--- src/rtl/memory_arbiter.sv ---
// Round-robin arbiter sharing NUM_CHANNELS memory channels among NUM_CONSUMERS read/write requesters.
// Latency: request valid at edge t -> mem valid from t+1; mem ready at edge t+k -> consumer ready from t+k+1.
// Backpressure: a granted consumer holds its channel until it drops valid; only that channel stalls.
//
// Ports:
//   clk, reset                          : clock, synchronous active-high reset
//   consumer_read_valid/address         : per-consumer read requests
//   consumer_read_ready/data            : per-consumer read completion and returned data
//   consumer_write_valid/address/data   : per-consumer write requests
//   consumer_write_ready                : per-consumer write completion
//   mem_read_valid/address, mem_read_ready/data           : per-channel read interface to memory
//   mem_write_valid/address/data, mem_write_ready         : per-channel write interface to memory
module memory_arbiter #(
    parameter int ADDR_BITS     = 8,
    parameter int DATA_BITS     = 8,
    parameter int NUM_CONSUMERS = 4,
    parameter int NUM_CHANNELS  = 1,
    parameter int WRITE_ENABLE  = 1
) (
    input  logic                                     clk,
    input  logic                                     reset,
    input  logic [NUM_CONSUMERS-1:0]                 consumer_read_valid,
    input  logic [NUM_CONSUMERS-1:0][ADDR_BITS-1:0]  consumer_read_address,
    output logic [NUM_CONSUMERS-1:0]                 consumer_read_ready,
    output logic [NUM_CONSUMERS-1:0][DATA_BITS-1:0]  consumer_read_data,
    input  logic [NUM_CONSUMERS-1:0]                 consumer_write_valid,
    input  logic [NUM_CONSUMERS-1:0][ADDR_BITS-1:0]  consumer_write_address,
    input  logic [NUM_CONSUMERS-1:0][DATA_BITS-1:0]  consumer_write_data,
    output logic [NUM_CONSUMERS-1:0]                 consumer_write_ready,
    output logic [NUM_CHANNELS-1:0]                  mem_read_valid,
    output logic [NUM_CHANNELS-1:0][ADDR_BITS-1:0]   mem_read_address,
    input  logic [NUM_CHANNELS-1:0]                  mem_read_ready,
    input  logic [NUM_CHANNELS-1:0][DATA_BITS-1:0]   mem_read_data,
    output logic [NUM_CHANNELS-1:0]                  mem_write_valid,
    output logic [NUM_CHANNELS-1:0][ADDR_BITS-1:0]   mem_write_address,
    output logic [NUM_CHANNELS-1:0][DATA_BITS-1:0]   mem_write_data,
    input  logic [NUM_CHANNELS-1:0]                  mem_write_ready
);

    localparam int IDX_W = (NUM_CONSUMERS > 1) ? $clog2(NUM_CONSUMERS) : 1;

    typedef enum logic [2:0] {
        ST_IDLE,
        ST_READ_WAITING,
        ST_WRITE_WAITING,
        ST_READ_RELAYING,
        ST_WRITE_RELAYING
    } state_t;

    state_t                 r_state [NUM_CHANNELS];
    logic [IDX_W-1:0]       r_idx   [NUM_CHANNELS];
    logic [IDX_W-1:0]       r_ptr   [NUM_CHANNELS];
    logic [NUM_CONSUMERS-1:0] r_claim;

    logic [NUM_CONSUMERS-1:0]                r_consumer_read_ready;
    logic [NUM_CONSUMERS-1:0][DATA_BITS-1:0] r_consumer_read_data;
    logic [NUM_CONSUMERS-1:0]                r_consumer_write_ready;
    logic [NUM_CHANNELS-1:0]                 r_mem_read_valid;
    logic [NUM_CHANNELS-1:0][ADDR_BITS-1:0]  r_mem_read_address;
    logic [NUM_CHANNELS-1:0]                 r_mem_write_valid;
    logic [NUM_CHANNELS-1:0][ADDR_BITS-1:0]  r_mem_write_address;
    logic [NUM_CHANNELS-1:0][DATA_BITS-1:0]  r_mem_write_data;

    logic [NUM_CONSUMERS-1:0] w_wr_pend;
    logic [NUM_CONSUMERS-1:0] w_pend;
    logic [NUM_CONSUMERS-1:0] w_taken;
    logic [IDX_W-1:0]         w_cand;
    logic [NUM_CHANNELS-1:0]  w_grant_vld;
    logic [NUM_CHANNELS-1:0]  w_grant_rd;
    logic [IDX_W-1:0]         w_grant_idx [NUM_CHANNELS];

    // (base + offset) mod NUM_CONSUMERS; both operands are already below NUM_CONSUMERS.
    function automatic logic [IDX_W-1:0] f_wrap(input logic [IDX_W-1:0] base, input int offset);
        int sum;
        sum = int'(base) + offset;
        if (sum >= NUM_CONSUMERS) begin
            sum = sum - NUM_CONSUMERS;
        end
        return sum[IDX_W-1:0];
    endfunction

    // Program-memory instances never see write requests at all.
    assign w_wr_pend = (WRITE_ENABLE != 0) ? consumer_write_valid : '0;
    assign w_pend    = consumer_read_valid | w_wr_pend;

    // Channels pick in index order; w_taken accumulates claims plus this cycle's
    // earlier grants so no consumer lands on two channels.
    always_comb begin
        w_taken     = r_claim;
        w_cand      = '0;
        w_grant_vld = '0;
        w_grant_rd  = '0;
        for (int ch = 0; ch < NUM_CHANNELS; ch++) begin
            w_grant_idx[ch] = '0;
            if (r_state[ch] == ST_IDLE) begin
                for (int k = 0; k < NUM_CONSUMERS; k++) begin
                    w_cand = f_wrap(r_ptr[ch], k);
                    if (!w_grant_vld[ch] && w_pend[w_cand] && !w_taken[w_cand]) begin
                        w_grant_vld[ch] = 1'b1;
                        w_grant_idx[ch] = w_cand;
                        w_grant_rd[ch]  = consumer_read_valid[w_cand];
                    end
                end
                if (w_grant_vld[ch]) begin
                    w_taken[w_grant_idx[ch]] = 1'b1;
                end
            end
        end
    end

    always_ff @(posedge clk) begin
        if (reset) begin
            for (int ch = 0; ch < NUM_CHANNELS; ch++) begin
                r_state[ch] <= ST_IDLE;
                r_idx[ch]   <= '0;
                r_ptr[ch]   <= '0;
            end
            r_claim                <= '0;
            r_consumer_read_ready  <= '0;
            r_consumer_read_data   <= '0;
            r_consumer_write_ready <= '0;
            r_mem_read_valid       <= '0;
            r_mem_read_address     <= '0;
            r_mem_write_valid      <= '0;
            r_mem_write_address    <= '0;
            r_mem_write_data       <= '0;
        end else begin
            for (int ch = 0; ch < NUM_CHANNELS; ch++) begin
                case (r_state[ch])
                    ST_IDLE: begin
                        if (w_grant_vld[ch]) begin
                            r_claim[w_grant_idx[ch]] <= 1'b1;
                            r_idx[ch]                <= w_grant_idx[ch];
                            r_ptr[ch]                <= f_wrap(w_grant_idx[ch], 1);
                            if (w_grant_rd[ch]) begin
                                r_state[ch]            <= ST_READ_WAITING;
                                r_mem_read_valid[ch]   <= 1'b1;
                                r_mem_read_address[ch] <= consumer_read_address[w_grant_idx[ch]];
                            end else begin
                                r_state[ch]             <= ST_WRITE_WAITING;
                                r_mem_write_valid[ch]   <= 1'b1;
                                r_mem_write_address[ch] <= consumer_write_address[w_grant_idx[ch]];
                                r_mem_write_data[ch]    <= consumer_write_data[w_grant_idx[ch]];
                            end
                        end
                    end
                    ST_READ_WAITING: begin
                        if (mem_read_ready[ch]) begin
                            r_consumer_read_data[r_idx[ch]]  <= mem_read_data[ch];
                            r_consumer_read_ready[r_idx[ch]] <= 1'b1;
                            r_mem_read_valid[ch]             <= 1'b0;
                            r_state[ch]                      <= ST_READ_RELAYING;
                        end
                    end
                    ST_WRITE_WAITING: begin
                        if (mem_write_ready[ch]) begin
                            r_consumer_write_ready[r_idx[ch]] <= 1'b1;
                            r_mem_write_valid[ch]             <= 1'b0;
                            r_state[ch]                       <= ST_WRITE_RELAYING;
                        end
                    end
                    // Claim is released only once the consumer has seen ready and dropped valid.
                    ST_READ_RELAYING: begin
                        if (!consumer_read_valid[r_idx[ch]]) begin
                            r_consumer_read_ready[r_idx[ch]] <= 1'b0;
                            r_claim[r_idx[ch]]               <= 1'b0;
                            r_state[ch]                      <= ST_IDLE;
                        end
                    end
                    ST_WRITE_RELAYING: begin
                        if (!consumer_write_valid[r_idx[ch]]) begin
                            r_consumer_write_ready[r_idx[ch]] <= 1'b0;
                            r_claim[r_idx[ch]]                <= 1'b0;
                            r_state[ch]                       <= ST_IDLE;
                        end
                    end
                    default: r_state[ch] <= ST_IDLE;
                endcase
            end
        end
    end

    assign consumer_read_ready  = r_consumer_read_ready;
    assign consumer_read_data   = r_consumer_read_data;
    assign consumer_write_ready = r_consumer_write_ready;
    assign mem_read_valid       = r_mem_read_valid;
    assign mem_read_address     = r_mem_read_address;
    assign mem_write_valid      = r_mem_write_valid;
    assign mem_write_address    = r_mem_write_address;
    assign mem_write_data       = r_mem_write_data;

endmodule
--- config.mk ---
export PLATFORM = sky130hd
export DESIGN_NAME = memory_arbiter
export DESIGN_NICKNAME = d
export VERILOG_FILES = /design/src/rtl/memory_arbiter.sv
export SDC_FILE = /design/constraint.sdc
export NUM_CORES = 1
export LEC_CHECK = 0
export ABC_AREA = 1
export BUFFER_PORTS_ARGS = -buffer_cell sky130_fd_sc_hd__buf_2
export CAP_MARGIN = 20
export CORE_MARGIN = 1
export CORE_UTILIZATION = 35
export CTS_CLUSTER_SIZE = 40
export DETAILED_ROUTE_END_ITERATION = 8
export GPL_ROUTABILITY_DRIVEN = 0
export PLACE_DENSITY = 0.57
export SETUP_SLACK_MARGIN = 0.5
export SYNTH_ARGS = -nofsm -noshare
export SYNTH_HDL_FRONTEND = slang
export SYNTH_SLANG_ARGS = --single-unit
--- constraint.sdc ---
create_clock -name clk -period 4.3 [get_ports clk]
set_input_delay 0.215 -clock clk [delete_from_list [all_inputs] [get_ports clk]]
set_output_delay 0.215 -clock clk [all_outputs]
set_load 0.02 [all_outputs]
# Word-level counts from Yosys, hierarchy flattened
# Memory sizes are Yosys's and may differ from the RTL's.
# Index checks and enable logic that the tools add are counted.
# W data, S select, Z words.
# word_totals
reg_bits	70
ramBits	7
input_bits	116
out_inout_bits	66
word_cells	239
n_memories	3
# memory_table
memory	words	width	rd	rd_ports_with_merged_regs	wr	line	rtl
r_state	1	3	1	0	1	50	state_t r_state [NUM_CHANNELS];
r_idx	1	2	1	0	1	51	logic [IDX_W-1:0] r_idx [NUM_CHANNELS];
r_ptr	1	2	1	0	1	52	logic [IDX_W-1:0] r_ptr [NUM_CHANNELS];
# classes
add_sub_neg	9
order_cmp	13
n_eq_ne	11
n_mux	142
bitwise	9
reduce_logical	40
# op_table
op	count
$mux W1	79
$bmux W8 S2	3
$mux W2	19
$bwmux W32	1
$mux W8	4
$bmux W1 S2	14
$mux W4	7
$mux W3	7
$reduce_or A3 Y1	7
$lt A2 B3 Y1 const B	6
$demux W8 S2	1
$or A4 B4 Y4	4
$pmux W4 S2	2
$ne A2 B2 Y1 const B	7
$and A4 B4 Y4	3
$ge A3 B3 Y1 const B	4
$pmux W4 S3	1
$reduce_and A3 Y1	4
$reduce_and A4 Y1	3
$sub A2 B1 Y2 const B	5
$logic_and A1 B1 Y1	9
$reduce_bool A2 Y1	4
$logic_not A1 Y1	7
$add A2 B1 Y3 const B	2
other kinds (15)	21

# Depth between registers and ports, before layout
# Gate-level depths: netlist (run 1).
# An unclocked memory read counts as a cell.
# logic_depth
depth_word	38
depth_mapped	19
depth_no_buf	17

# Worst setup path before layout (run 1)
# Ideal clock, no wire load.
# synth_timing
kind	reg2reg
start	memory r_ptr[0][0] (netlist name)
end	memory r_ptr[0][1] (netlist name), data pin
setup_ns	0.251
arrival_ns	1.968
t_required_ns	4.049
setup_slack_ns	2.081
stages_incl_launch_ff	16
n_path_buf	2
period_less_slack_ns	2.219
path_cell_list	edfxtp_1 -> buf_6 -> nor2_1 -> nand2_1 -> nand3_1 -> nand2_1 -> nand2_1 -> nand3_1 -> nand2_1 -> nand2_1 -> nand2_1 -> nand2_4 -> buf_2 -> ha_1 -> inv_1 -> nor2_1
# synth_via
elab_chain_cells	32
elab_cells_between_ends	76
classes_between	add/sub: 9; order compare: 5; mux: 46; reduce/logical: 15; memory: 1
# synth_lines
element	line	rtl
start: declaration	52	
$mem_v2 Z1 W2 (*)	--	
$ge A2 B3 Y1 / $sub A2 B1 Y2 (equally long branches)	76, 77	
$mux W2	76	if (sum >= NUM_CONSUMERS) begin
$mux W2	95	if (r_state[ch] == ST_IDLE) begin
$bmux W1 S2	98	if (!w_grant_vld[ch] && w_pend[w_cand] && !w_taken[w_cand]) begin
$mux W1 (not written as such)	98	
$logic_not A1 Y1	98	
$logic_and A1 B1 Y1	98	
[16 not listed]	--	
$mux W2	95	
$add A2 B1 Y3	75	sum = int'(base) + offset;
$ge A3 B3 Y1 / $sub A2 B1 Y2 (equally long branches)	76, 77	
$mux W2	76	
$mux W2	131	if (w_grant_vld[ch]) begin
$mux W2	129	case (r_state[ch])
$mux W2	112	if (reset) begin
$mux W2 (no line) (*)	--	
# Mark *: on every way between the ends. The rest lies on a longest branch, timed or not. The select of a mux whose other input is x is not followed.

# Worst setup path after layout (run 1)
# layout_timing
start	memory r_ptr[0][0] (netlist name)
end	register r_mem_write_data, in the netlist mem_write_data[4]
# layout_via
elab_chain_cells	27
elab_cells_between_ends	80
classes_between	add/sub: 7; order compare: 4; mux: 52; bitwise: 1; reduce/logical: 15; memory: 1
# layout_lines
element	line	rtl
$mem_v2 Z1 W2 (*)	--	
$ge A2 B3 Y1 / $sub A2 B1 Y2 (equally long branches)	76, 77	
$mux W2	76	
$mux W2	95	
$bmux W1 S2	98	
$mux W1 (not written as such)	98	
$logic_not A1 Y1	98	
$logic_and A1 B1 Y1	98	
[10 not listed]	--	
$mux W1	98	
$mux W1	95	
$logic_not A1 Y1	98	
$logic_and A1 B1 Y1 (2 in a row)	98	
$mux W2 / $mux W1 (equally long branches)	98	
$mux W2 / $mux W1 (equally long branches)	95	
$bmux W8 S2 / $not A1 Y1 (equally long branches)	--	
$mux W8 (not written as such) / $reduce_and A3 Y1 (equally long branches)	--	
end signal: indexed assignment	143	r_mem_write_data[ch] <= consumer_write_data[w_grant_idx[ch]];
end: declaration	62	logic [NUM_CHANNELS-1:0][DATA_BITS-1:0] r_mem_write_data;
# Marks and branches as above.
# A chain may end at the register's enable or synchronous reset.

==> results.rst, run 1 <==
.. list-table::
   :header-rows: 1

   * - Metric
     - Value
   * - Part of the total power dissipated in combinational logic
     - 62.4%
   * - Final worst path period need
     - 2.922 ns
   * - Synthesized cell area
     - 5021 um^2
   * - Drt first-iter violations
     - 295
   * - Mean cell area of the mapped netlist
     - 6.316 um^2
   * - Flip-flop cell with the highest count after synthesis
     - sky130_fd_sc_hd__dfxtp_1
   * - Post-CTS sizing
     - 0
   * - Post-CTS setup buffer count
     - 0
   * - Crit-path max FO
     - 40
   * - P_sw
     - 2.497 mW
   * - Fin Hold WS
     - 0.1678 ns
   * - Final number of hold-violating endpoints
     - 0
   * - Area of placed instances
     - 5968 um^2
   * - Clock Tree Buf Depth
     - 2
   * - Maximum cell stage delay along the critical path
     - 0.83 ns
   * - Post-route design area
     - 6262 um^2
   * - Detail Placement HPWL
     - 11060 um
   * - Sw frac
     - 53.02%
   * - YS warnings
     - 0
   * - Max-cap viol count
     - 0
   * - Crit-path cells
     - inv_2 > nand2_2 > nand2_2 > inv_2 > nand2_2 > nand2_2 > inv_1 > nand3_1 > nand3_2 > nand3_2 > buf_4 > nand2_1 > nand3_1 > nand3_1 > nand2_1 > inv_1
   * - Global-route wire length before repair
     - 24830 um
   * - Die area
     - 14830 um^2
   * - Leakage power
     - 3.556 nW
   * - Cell count after synthesis
     - 795
   * - Pins Over Slew Limit
     - 0
   * - Core occupancy in the finished layout
     - 44.94%
   * - Count of different cell masters after synthesis
     - 34
   * - CP delay by family, top
     - simple AND/OR/NAND/NOR gates
   * - Least-Margin Pin Slew
     - 0.9054 ns
   * - PnR Total Power
     - 4.709 mW
   * - Synth top cells by count
     - 176 x sky130_fd_sc_hd__inv_1, 134 x sky130_fd_sc_hd__nand2_1, 81 x sky130_fd_sc_hd__nand3_1, 77 x sky130_fd_sc_hd__nor2_1, 70 x sky130_fd_sc_hd__dfxtp_1
   * - Die Y-Extent
     - 121.8 um
   * - Detailed-route wire length per cell
     - 13.59 um
   * - Width of the die
     - 121.8 um
   * - Share of the synthesized area in the top cell type
     - 27.91%
   * - Starting Density
     - 36.03%
   * - Post-synthesis sequential area ratio
     - 32.10%
   * - Headroom to the max-slew limit
     - 39.58%
   * - Setup repair after global routing missed its margin
     - false
   * - Fin crit share
     - 67.96%
   * - Cell with the most instances after synthesis
     - sky130_fd_sc_hd__inv_1
   * - Sinks on Clock Net
     - 77
   * - Post-Place Worst Slack
     - 1.395 ns
   * - Fill cells
     - 1504
   * - Port Buffers
     - 181
   * - HP Class
     - input port to flop
   * - Synthesized net count
     - 915
   * - Vias in the first global route
     - 4986
   * - Number of cell rows
     - 43
   * - Highest-delay cell along the critical path
     - sky130_fd_sc_hd__edfxtp_1
   * - Critical path required time
     - 4.55 ns
   * - Maximum level of the CTS H-tree
     - 3
   * - Endpoint type of the worst setup path
     - flop
   * - Setup TNS
     - 0 ns
   * - Critical path class
     - flop to flop
   * - CTS Buf Count
     - 9
   * - Synth-to-layout area growth
     - 24.72%
   * - CTS tree
     - done
   * - Highest Clock Rate
     - 342.2 MHz
   * - Number of nets at the end of the flow
     - 1073
   * - Flop pwr share
     - 21.5%
   * - PwrDens
     - 751.9 nW/um^2
   * - Master cell of the clock root buffer
     - sky130_fd_sc_hd__clkbuf_16
   * - Arrival time worst endpoint
     - 3.17 ns
   * - Number of buffer and inverter instances along the worst setup path
     - 5
   * - Via count
     - 5424
   * - Power share of the clock group
     - 16.1%
   * - Count of flip-flops with a built-in enable after synthesis
     - 7
   * - Cell taking the most area after synthesis
     - sky130_fd_sc_hd__dfxtp_1
   * - Detailed-route DRC error count
     - 0
   * - Count of hold-fix buffers inserted at cts
     - 0
   * - Status
     - finished, final reports clean
   * - Number of placed instances with taps included
     - 1122
   * - First-pass DRT Iterations
     - 5
   * - Aggregate routed wire length
     - 15470 um
   * - Sort of element at the start of the critical path
     - flop
   * - Source-to-sink clock delay at the later pin of the worst-skew pair
     - 0.34 ns
   * - Num ports
     - 182
   * - Internal Power
     - 2.212 mW
   * - Least setup slack across all paths after layout
     - 1.378 ns
   * - Post-route antenna net violation count
     - 0
   * - Number of antenna violations at the first check in global routing
     - 0
   * - Cell mode on critical path
     - sky130_fd_sc_hd__nand2_2
   * - Overflow left after global routing
     - 0
   * - Clk pin slew, worst setup/hold paths
     - 0.06 ns
   * - Cells taking the most area after synthesis
     - sky130_fd_sc_hd__dfxtp_1 28%, sky130_fd_sc_hd__inv_1 13%, sky130_fd_sc_hd__nand2_1 10%
   * - Core footprint
     - 13930 um^2
   * - Number of setup violations in the final report
     - 0
   * - Share of post-route cells with drive strength above 1
     - 25.99%
   * - Diode count
     - 0
   * - Maximum number of pins on one net before global-route repair
     - 49
   * - Global-route total usage across every layer
     - 21.23%
   * - FF+latch count, synth
     - 77
   * - Worst supply voltage drop on vdd
     - 0.3510 mV
   * - Worst-case clock skew
     - 0.004391 ns
   * - Async set-reset flop share out of synthesis
     - 0%
   * - Finished Layout Cells
     - 1138
   * - Vias per inst
     - 4.766
cell usage in the layout, fill, tap and decap left out, types with 2 or more instances in the layout:
cell	n
sky130_fd_sc_hd__clkinv_1	4
sky130_fd_sc_hd__inv_4	3
sky130_fd_sc_hd__o22ai_1	5
sky130_fd_sc_hd__o21ai_0	46
sky130_fd_sc_hd__inv_1	176
sky130_fd_sc_hd__o21ai_2	2
sky130_fd_sc_hd__inv_2	6
sky130_fd_sc_hd__nor2_1	76
sky130_fd_sc_hd__edfxtp_1	7
sky130_fd_sc_hd__nand3_1	81
sky130_fd_sc_hd__clkinv_4	2
sky130_fd_sc_hd__nor3_1	2
sky130_fd_sc_hd__buf_4	5
sky130_fd_sc_hd__buf_2	181
sky130_fd_sc_hd__dfxtp_1	70
sky130_fd_sc_hd__clkbuf_16	10
sky130_fd_sc_hd__nand2_2	7
sky130_fd_sc_hd__nand4_1	56
sky130_fd_sc_hd__nand2_1	134
sky130_fd_sc_hd__ha_1	4
sky130_fd_sc_hd__nor2_4	2
sky130_fd_sc_hd__nand3_2	15
sky130_fd_sc_hd__inv_6	2
sky130_fd_sc_hd__a21oi_2	8
sky130_fd_sc_hd__a21oi_1	43
power groups by stage:
stage	logic [mW]	clock network, mW	registers [mW]
3_3_place_gp	2.93	0	1.03
2_1_floorplan	2.31	0	1.10
6_report	2.94	0.759	1.01
4_1_cts	2.95	0.778	1.01
3_5_place_dp	2.94	0	1.03
5_1_grt	3.32	0.803	1.03
per-layer routing:
layer  GRT usage, %  up-vias  wire length (um)
met4          5.941        0               204
met1          27.07     2402              7149
met5              0        -                 0
met3          6.742       16              1142
met2          34.15      174              6972
li1               -     2832                 -
final timing paths:
path         cells past startpoint                                   to                                from  slack [ns]
max                             16       mem_write_data[4]$_SDFFE_PP0N_           r_ptr[0][0]$_SDFFCE_PN0P_        1.38
max reg2reg                     16       mem_write_data[4]$_SDFFE_PP0N_           r_ptr[0][0]$_SDFFCE_PN0P_        1.38
min reg2reg                      2   consumer_read_data[0]$_SDFFE_PP0P_  consumer_read_data[0]$_SDFFE_PP0P_        0.46
min                              3  consumer_read_data[10]$_SDFFE_PP0P_                    mem_read_data[2]        0.17
layout make-up:
type	instances	area [um^2]	area share (%)
well taps	180	225.2	3.596
inverters	189	716.9	11.45
clock buffers	11	254.0	4.056
multi-input cells	490	2471	39.46
repair buffers	186	943.4	15.06
clock inverters	5	40.04	0.6394
flip-flops and latches	77	1612	25.73
worst reg2reg max path, cell delays in order, from the launching register on:
cell and delay, ns:
sky130_fd_sc_hd__edfxtp_1 0.83, sky130_fd_sc_hd__inv_2 0.16, sky130_fd_sc_hd__nand2_2 0.10, sky130_fd_sc_hd__nand2_2 0.11, sky130_fd_sc_hd__inv_2 0.09, sky130_fd_sc_hd__nand2_2 0.06, sky130_fd_sc_hd__nand2_2 0.11, sky130_fd_sc_hd__inv_1 0.05
sky130_fd_sc_hd__nand3_1 0.11, sky130_fd_sc_hd__nand3_2 0.10, sky130_fd_sc_hd__nand3_2 0.28, sky130_fd_sc_hd__buf_4 0.42, sky130_fd_sc_hd__nand2_1 0.13, sky130_fd_sc_hd__nand3_1 0.11, sky130_fd_sc_hd__nand3_1 0.07, sky130_fd_sc_hd__nand2_1 0.07
sky130_fd_sc_hd__inv_1 0.04
cells by family after synthesis:
logic type | Yosys count | share of synthesized area, %
AO/OA/AOI/OAI | 108 | 11.79
adder cells (fa/ha/maj) | 4 | 0.9968
AND/OR/NAND/NOR | 378 | 36.28
flip-flops | 77 | 32.10
buffers and inverters | 228 | 18.84
Power figures use the tool's default switching activity.
==> inputs of run 2 (changes only) <==
Clock period 4.3 ns to 3 ns, I/O delays scaled along.
==> results.rst, run 2 (synthesized netlist as in run 1, its figures left out) <==
.. list-table::
   :header-rows: 1

   * - Metric
     - Value
   * - Worst supply voltage drop on vdd
     - 0.6064 mV (+73%)
   * - Arrival time worst endpoint
     - 2.59 ns (-0.58 ns)
   * - Pins Over Slew Limit
     - 0 (unchanged)
   * - PwrDens
     - 1125 nW/um^2 (+50%)
   * - Num ports
     - 182 (unchanged)
   * - Detailed-route wire length per cell
     - 13.55 um (-0.30%)
   * - Setup TNS
     - 0 ns (unchanged)
   * - Synth-to-layout area growth
     - 28.53%
   * - Setup repair after global routing missed its margin
     - false
   * - Final worst path period need
     - 2.302 ns (-0.6199 ns)
   * - Port Buffers
     - 181 (unchanged)
   * - Final number of hold-violating endpoints
     - 0 (unchanged)
   * - Critical path class
     - flop to flop
   * - Clock Tree Buf Depth
     - 2 (unchanged)
   * - Global-route total usage across every layer
     - 21.24% (about the same)
   * - Status
     - finished, final reports clean
   * - Internal Power
     - 3.542 mW (+60%)
   * - Overflow left after global routing
     - 0 (unchanged)
   * - Sinks on Clock Net
     - 77 (unchanged)
   * - Worst-case clock skew
     - 0.006964 ns (+0.002573 ns)
   * - P_sw
     - 3.720 mW (+49%)
   * - Vias per inst
     - 4.728 (-0.80%)
   * - Die Y-Extent
     - 121.8 um (unchanged)
   * - Met3 Resource Use GR
     - 6.554% (-0.19 points)
   * - Sw frac
     - 51.22% (-1.8 points)
   * - Core occupancy in the finished layout
     - 46.31% (+1.4 points)
   * - Maximum level of the CTS H-tree
     - 3 (unchanged)
   * - Highest Clock Rate
     - 434.4 MHz (+27%)
   * - HP Class
     - input port to flop
   * - Leakage power
     - 3.646 nW (+2.5%)
   * - Detailed-route DRC error count
     - 0 (unchanged)
   * - Critical path required time
     - 3.29 ns (-1.26 ns)
   * - Startpoint of the lowest-slack register-to-register path
     - r_ptr[0][1]$_SDFFCE_PN0P_
   * - CTS tree
     - done
   * - Number of cell rows
     - 43 (unchanged)
   * - GRT Max-Usage Layer
     - met2
   * - Fin crit share
     - 76.74% (+8.8 points)
   * - Number of antenna violations at the first check in global routing
     - 0 (unchanged)
   * - CP delay by family, top
     - simple AND/OR/NAND/NOR gates
   * - Clk pin slew, worst setup/hold paths
     - 0.06 ns (about the same)
   * - Core footprint
     - 13930 um^2 (unchanged)
   * - Crit-path cells
     - inv_4 > nand2_2 > nand2_4 > inv_2 > nand2_2 > nand2_2 > nor2_4 > nand3_2 > or2_4 > nand2_1 > nand2_2 > buf_6 > a21oi_2 > nand2_1 > inv_1
   * - Share of post-route cells with drive strength above 1
     - 26.78% (+0.79 points)
   * - Maximum cell stage delay along the critical path
     - 0.52 ns (-0.31 ns)
   * - Endpoint type of the worst setup path
     - flop
   * - Sort of element at the start of the critical path
     - flop
   * - Width of the die
     - 121.8 um (unchanged)
   * - Max-cap viol count
     - 0 (unchanged)
   * - Number of buffer and inverter instances along the worst setup path
     - 4 (-1)
   * - Hold_sp
     - mem_read_data[2]
   * - Fin Hold WS
     - 0.09762 ns (-0.07019 ns)
   * - Commonest cells after routing, fill and taps aside
     - 181 x sky130_fd_sc_hd__buf_2, 176 x sky130_fd_sc_hd__inv_1, 134 x sky130_fd_sc_hd__nand2_1
   * - Count of hold-fix buffers inserted at cts
     - 0 (unchanged)
   * - Flop pwr share
     - 19.5% (-2.0 points)
   * - Fraction of met1 tracks used by global routing
     - 26.91% (-0.16 points)
   * - First-pass DRT Iterations
     - 5 (unchanged)
   * - CTS Buf Count
     - 9 (unchanged)
   * - Drt first-iter violations
     - 254 (-14%)
   * - Number of nets at the end of the flow
     - 1082 (+0.84%)
   * - Cell mode on critical path
     - sky130_fd_sc_hd__nand2_2
   * - Met2 Resource Use GR
     - 34.92% (+0.78 points)
   * - Maximum number of pins on one net before global-route repair
     - 49 (unchanged)
   * - PnR Total Power
     - 7.262 mW (+54%)
   * - Part of the total power dissipated in combinational logic
     - 65.0% (+2.6 points)
   * - Most common library cell in the layout ignoring fill and taps
     - sky130_fd_sc_hd__buf_2
   * - Launching element of the worst setup path
     - r_ptr[0][1]$_SDFFCE_PN0P_
   * - Diode count
     - 0 (unchanged)
   * - Post-route antenna net violation count
     - 0 (unchanged)
   * - Aggregate routed wire length
     - 15540 um (+0.49%)
   * - Power share of the clock group
     - 15.5% (-0.6 points)
   * - Headroom to the max-slew limit
     - 57.83% (+18 points)
   * - Source-to-sink clock delay at the later pin of the worst-skew pair
     - 0.34 ns (about the same)
   * - Least-Margin Pin Slew
     - 0.6303 ns (-0.2751 ns)
   * - Number of setup violations in the final report
     - 0 (unchanged)
   * - Highest-delay cell along the critical path
     - sky130_fd_sc_hd__edfxtp_1
   * - Die area
     - 14830 um^2 (unchanged)
   * - Master cell of the clock root buffer
     - sky130_fd_sc_hd__clkbuf_16
   * - Fill cells
     - 1529 (+1.7%)
   * - Detail Placement HPWL
     - 11180 um (+1.0%)
   * - Crit-path max FO
     - 8 (-80%)
   * - Starting Density
     - 36.03% (unchanged)
   * - Vias in the first global route
     - 5080 (+1.9%)
   * - Via count
     - 5423 (-0.018%)
   * - Global-route wire length before repair
     - 24880 um (+0.19%)
-- run 2: changes by cell type in the layout (fill, tap and decap cells not counted), sizes merged --
cell	delta
buf	+8
clkbuf	+2
clkinv	-1
-- run 2: stage by stage --
stage | cells | area (um^2) | setup slack (ns)
finish | 1147 | 6454 | 0.6978
CTS | 1143 | 6335 | 0.5004
detailed placement | 1127 | 6018 | 0.4828
floorplan | 795 | 5021 | 0.7805
global placement | 1127 | 6018 | 0.5147
global route | 1147 | 6454 | 0.4890
-- run 2: power by group through the flow --
| stage | Clock (mW) | Sequential [mW] | Combinational [mW] |
|---|---|---|---|
| 6_report | 1.13 | 1.42 | 4.72 |
| 3_5_place_dp | 0 | 1.44 | 4.37 |
| 4_1_cts | 1.15 | 1.42 | 4.40 |
| 2_1_floorplan | 0 | 1.57 | 3.31 |
| 5_1_grt | 1.19 | 1.44 | 5.27 |
| 3_3_place_gp | 0 | 1.44 | 4.35 |
-- run 2: worst min-delay path: stages --
cell and delay (ns):
sky130_fd_sc_hd__buf_2 0.12, sky130_fd_sc_hd__nor2_1 0.05, sky130_fd_sc_hd__nor2_1 0.08
-- run 2: layout make-up --
class                           count  area [um^2]  share of cell area, %
Clock buffer                       12        277.8                  4.304
Clock inverter                      4        35.03                 0.5428
Inverter                          189        732.0                  11.34
Multi-Input combinational cell    490         2484                  38.48
Sequential cell                    77         1612                  24.97
Tap cell                          180        225.2                  3.490
Timing Repair Buffer              195         1089                  16.87
-- run 2: final timing paths --
check                                             end  slack [ns]  cells after the start
setup reg to reg     mem_read_address[5]$_SDFFE_PP0P_        0.70                     15
setup / recovery     mem_read_address[5]$_SDFFE_PP0P_        0.70                     15
hold reg to reg    consumer_read_data[6]$_SDFFE_PP0P_        0.46                      2
hold / removal    consumer_read_data[18]$_SDFFE_PP0P_         0.1                      3
-- run 2: layer usage --
| metal | vias to the layer above | wire length, um |
|---|---|---|
| li1 | 2848 | - |
| met1 | 2384 | 7058 |
| met2 | 180 | 7115 |
| met3 | 11 | 1252 |
| met4 | 0 | 117 |
| met5 | - | 0 |
-- run 2: repair_timing --
item | 4_1_cts | 5_1_grt
hold endpoints to repair | 0 | 0
endpoints found under the setup margin | 12 | 27
pin swaps | 0 | 1
resized for setup | 1 | 18
buffers inserted | 0 | 3
gates cloned | 0 | 1
